File: src/rtl/stopwatch_ctrl.sv
// Stopwatch front-end: synchronises and debounces four buttons, runs the
// IDLE/RUNNING/PAUSED machine, generates clear/advance pulses and captures lap times.
module stopwatch_ctrl #(
    parameter int TICK_DIV   = 100000000,
    parameter int DEB_CYCLES = 1000000
) (
    input  logic       clk,
    input  logic       rst,
    input  logic       btn_start,
    input  logic       btn_stop,
    input  logic       btn_reset,
    input  logic       btn_lap,
    input  logic [7:0] minutes,
    input  logic [5:0] seconds,
    output logic       tick,
    output logic       clr,
    output logic [1:0] status,
    output logic [7:0] lap_min,
    output logic [5:0] lap_sec,
    output logic       lap_valid,
    output logic       lap_stb
);

    localparam int            CW        = (DEB_CYCLES > 1) ? $clog2(DEB_CYCLES) : 1;
    localparam logic [CW-1:0] DEB_LAST  = CW'(DEB_CYCLES - 1);
    localparam logic [31:0]   TICK_LAST = 32'(TICK_DIV - 1);

    typedef enum logic [1:0] {
        S_IDLE  = 2'b00,
        S_RUN   = 2'b01,
        S_PAUSE = 2'b10
    } state_t;

    // Bit order used throughout: 0 start, 1 stop, 2 reset, 3 lap.
    logic [3:0] w_btn_raw;
    logic [3:0] w_ev;
    assign w_btn_raw = {btn_lap, btn_reset, btn_stop, btn_start};

    generate
        for (genvar gi = 0; gi < 4; gi++) begin : g_btn
            logic          r_s1, r_s2, r_d, r_dp, r_p;
            logic [CW-1:0] r_c;

            always_ff @(posedge clk) begin
                if (rst) begin
                    r_s1 <= 1'b0;
                    r_s2 <= 1'b0;
                    r_d  <= 1'b0;
                    r_dp <= 1'b0;
                    r_p  <= 1'b0;
                    r_c  <= '0;
                end else begin
                    r_s1 <= w_btn_raw[gi];
                    r_s2 <= r_s1;
                    r_dp <= r_d;
                    // Registered press pulse keeps inputs off any combinational output path.
                    r_p  <= r_d & ~r_dp;
                    if (r_s2 == r_d) begin
                        r_c <= '0;
                    end else if (r_c == DEB_LAST) begin
                        r_d <= r_s2;
                        r_c <= '0;
                    end else begin
                        r_c <= r_c + 1'b1;
                    end
                end
            end

            assign w_ev[gi] = r_p;
        end
    endgenerate

    // Only the highest-priority event of a cycle is allowed to act.
    logic w_act_reset, w_act_stop, w_act_start, w_act_lap;
    assign w_act_reset = w_ev[2];
    assign w_act_stop  = w_ev[1] & ~w_ev[2];
    assign w_act_start = w_ev[0] & ~w_ev[1] & ~w_ev[2];
    assign w_act_lap   = w_ev[3] & ~w_ev[0] & ~w_ev[1] & ~w_ev[2];

    state_t      r_state;
    logic [31:0] r_presc;
    logic        r_tick, r_clr, r_lap_valid, r_lap_stb;
    logic [7:0]  r_lap_min;
    logic [5:0]  r_lap_sec;

    always_ff @(posedge clk) begin
        if (rst) begin
            r_state     <= S_IDLE;
            r_presc     <= '0;
            r_tick      <= 1'b0;
            r_clr       <= 1'b0;
            r_lap_valid <= 1'b0;
            r_lap_stb   <= 1'b0;
            r_lap_min   <= '0;
            r_lap_sec   <= '0;
        end else begin
            r_tick    <= 1'b0;
            r_clr     <= 1'b0;
            r_lap_stb <= 1'b0;
            if (w_act_reset) begin
                r_state     <= S_IDLE;
                r_clr       <= 1'b1;
                r_presc     <= '0;
                r_lap_valid <= 1'b0;
                r_lap_min   <= '0;
                r_lap_sec   <= '0;
            end else begin
                case (r_state)
                    S_IDLE: begin
                        if (w_act_start) begin
                            r_state <= S_RUN;
                            r_presc <= '0;
                        end
                    end
                    S_RUN: begin
                        // A stop freezes the prescaler so resume keeps the fractional second.
                        if (w_act_stop) begin
                            r_state <= S_PAUSE;
                        end else begin
                            if (r_presc == TICK_LAST) begin
                                r_presc <= '0;
                                r_tick  <= 1'b1;
                            end else begin
                                r_presc <= r_presc + 32'd1;
                            end
                            if (w_act_lap) begin
                                r_lap_min   <= minutes;
                                r_lap_sec   <= seconds;
                                r_lap_valid <= 1'b1;
                                r_lap_stb   <= 1'b1;
                            end
                        end
                    end
                    S_PAUSE: begin
                        if (w_act_start) begin
                            r_state <= S_RUN;
                        end
                    end
                    default: r_state <= S_IDLE;
                endcase
            end
        end
    end

    assign tick      = r_tick;
    assign clr       = r_clr;
    assign status    = r_state;
    assign lap_min   = r_lap_min;
    assign lap_sec   = r_lap_sec;
    assign lap_valid = r_lap_valid;
    assign lap_stb   = r_lap_stb;

endmodule

File: config.mk
export PLATFORM = sky130hd
export DESIGN_NAME = stopwatch_ctrl
export DESIGN_NICKNAME = d
export VERILOG_FILES = /design/src/rtl/stopwatch_ctrl.sv
export SDC_FILE = /design/constraint.sdc
export NUM_CORES = 1
export LEC_CHECK = 0
export ABC_AREA = 1
export BUFFER_PORTS_ARGS = -buffer_cell sky130_fd_sc_hd__buf_2
export CAP_MARGIN = 5
export CORE_ASPECT_RATIO = 1.25
export CORE_MARGIN = 2
export CORE_UTILIZATION = 61
export DETAILED_ROUTE_END_ITERATION = 7
export PLACE_DENSITY = 0.8
export REMOVE_ABC_BUFFERS = 1
export SYNTH_ARGS = -nofsm -noshare
export SYNTH_HDL_FRONTEND = slang
export SYNTH_SLANG_ARGS = --single-unit
File: constraint.sdc
create_clock -name clk -period 1.73 [get_ports clk]
set_input_delay 0.173 -clock clk [delete_from_list [all_inputs] [get_ports clk]]
set_output_delay 0.173 -clock clk [all_outputs]
set_load 0.05 [all_outputs]
==> run summary <==
Ranking of synthesized cells by area: dfxtp_1, nand2_1, nor2_1, inv_1, nand3_1
# IOs: 40
Ys flop type: dfxtp_1
Final max-slew violation count: 0
Power density over cell area: 872 mW/mm2
Rows: 44
Area growth, synth to finish: 17.1%
Crit path max fanout: 4
DPL Wire Length: 11000 um
HP Class: in2reg
Power Total: 7.47 mW
Final TNS setup: 0 ps
Largest net degree at the start of global routing: 30
Layout cell share with drive strength beyond 1: 13.7%
Initial antenna violation count: 0
Synthesis warning total: 0
Number of synthesized flops with an enable pin: 0
Crit share post-route: 95.5%
CP Launch Type: flip-flop
Setup crit end kind: flip-flop
Clk slew on worst S/H paths: 60 ps
Crit path time final: 1650 ps
Clk root buf: clkbuf_16
Clock skew: 5.84 ps
Port bufs: 39
Vias in the first global route: 6335
Diodes inserted: 0
Final Non-Filler Cells: 1292
Overall Global Routing Usage: 25.8%
First-pass GRT wire length: 27100 um
Starting DRT DRC Count: 323
Crit path required time: 2050 ps
Top cells by count, synth: nand2_1, nor2_1, inv_1
Routed len/inst: 12.4 um
Drt drc: 0
VDD IR max: 761 uV
Critical Path AT: 1970 ps
Relative slew margins: 71.8%
Overflow after GRT: 0
Post-synth ARST share: 0%
Die W: 102 um
GP Congestion: 0.993
DP Cell Count: 1258
Register area share after synthesis: 41.6%
Synth top area share: 41.6%
Tightest Pin Transition: 419 ps
Die Area: 0.0129 mm2
Post-synthesis cell type count: 38
Starting Density: 62.7%
Fin. Hold Viols: 0
Critical path class: reg2reg
Status: completed
DRT Pass-1 Iters: 5
Worst-skew pair later-pin latency: 420 ps
Nets@finish: 1146
Final core occ: 73.4%
Fmax: 0.605 GHz
Max Cap Viol: 0
DR vias: 6649
TritonCTS buffer count: 17
Final setup fails: 0
Post-Route WL: 16000 um
TritonCTS clock tree: built
Clock buffer depth: 2
Cell area after synthesis: 0.00732 mm2
Antenna Violating Nets Remaining: 0
Synthesized area per cell: 6.97 um2
R2R Setup Slk: 80 ps
Die Height: 126 um
Vias per cell: 5.15
#FFs+latches synth: 152
Reported leakage power: 3.27 nW
Post-Synthesis Cells: 1049
Core Area: 0.0117 mm2
Most instantiated library cell after synthesis: nand2_1
CTS sink cnt: 152
CTS H-tree lvls: 4
Post-synth top area cell: dfxtp_1
where the power goes:
part           internal [mW]  switching [mW]
registers               3.51         0.00563
clock network           2.46            1.37
logic                 0.0495          0.0701
cell families (layout without fill, tap and decap cells):
kind of cell / Yosys count / after routing / share of synthesized area, %
AOI/OAI and AO/OA: 89 / 89 / 6.33
buffers and inverters: 183 / 265 / 10.0
xor gates and xnor gates: 43 / 43 / 5.15
DFF: 152 / 152 / 41.6
and+or+nand+nor: 577 / 577 / 36.1
adders and majority gates: 5 / 5 / 0.855
per-stage QoR:
stage	hold slack [ps]	area (um2)	setup WS, ps
detailed placement	380	7850	67.5
floorplan	244	7210	-325
global placement	378	7850	107
CTS	12.2	8500	14.4
finish	22.8	8570	77.3
global route	39.5	8570	-66.4
area by class of cell:
| class | count | area [um2] |
|---|---|---|
| Multi-Input combinational cell | 714 | 3600 |
| Fill cell | 946 | 3100 |
| Sequential cell | 152 | 3050 |
| Inverter | 166 | 623 |
| Timing Repair Buffer | 70 | 492 |
| Clock buffer | 21 | 460 |
| Tap cell | 161 | 201 |
| Clock inverter | 8 | 148 |
layer usage:
| metal | up-vias | GRT usage (%) | wire length (um) |
|---|---|---|---|
| met5 | - | 0 | 0 |
| met4 | 0 | 9.88 | 434 |
| met3 | 33 | 5.51 | 614 |
| met2 | 133 | 45.9 | 8230 |
| met1 | 3003 | 29.9 | 6730 |
| li1 | 3480 | - | - |
worst paths after layout:
| kind | from | endpoint | cells after the start |
|---|---|---|---|
| setup / recovery | g_btn[3].r_c[0]$_SDFF_PP0_ | g_btn[3].r_d$_SDFFE_PP0P_ | 9 |
| setup reg to reg | g_btn[3].r_c[0]$_SDFF_PP0_ | g_btn[3].r_d$_SDFFE_PP0P_ | 9 |
| hold / removal | minutes[4] | lap_min[4]$_SDFFE_PP0P_ | 3 |
| hold reg to reg | g_btn[0].r_dp$_SDFF_PP0_ | g_btn[0].r_p$_SDFF_PP0_ | 1 |
sequential cells by signal, summed over array words and instances, names as in the netlist:
name / flops
g_btn.r_c: 80
clr: 1
g_btn.r_s1: 4
lap_min: 8
g_btn.r_p: 4
lap_valid: 1
lap_sec: 6
g_btn.r_d: 4
tick: 1
status: 2
r_presc: 32
lap_stb: 1
g_btn.r_dp: 4
g_btn.r_s2: 4
critical path: stages, from the launching register on:
cell	delay, ps
dfxtp_2	340
ha_1	160
nand2_1	120
nor2_4	150
nand3_2	100
nor2_2	140
nand4_2	190
buf_6	200
nor2_1	100
nor2_1	50
repair_timing:
action                     4_1_cts  5_1_grt
hold buffers                     4        0
buffers inserted                 0        1
gates resized for setup          0       20
setup endpoints to repair        0       80
hold endpoints to repair         4        0
cell usage in the layout, fill, tap and decap left out, types with 5 or more instances in the layout:
master	count
nor3_1	53
o21ai_0	28
xor2_1	27
xnor2_1	16
nor4_1	8
buf_4	22
nor2_1	168
nand2_1	186
buf_2	39
dfxtp_1	148
nand3b_1	5
inv_1	163
nand3_1	65
nor2_4	6
clkbuf_16	17
nand2_2	10
nand4_1	32
a21oi_1	53
nor2_2	21
(Power assumes the default switching activity.)
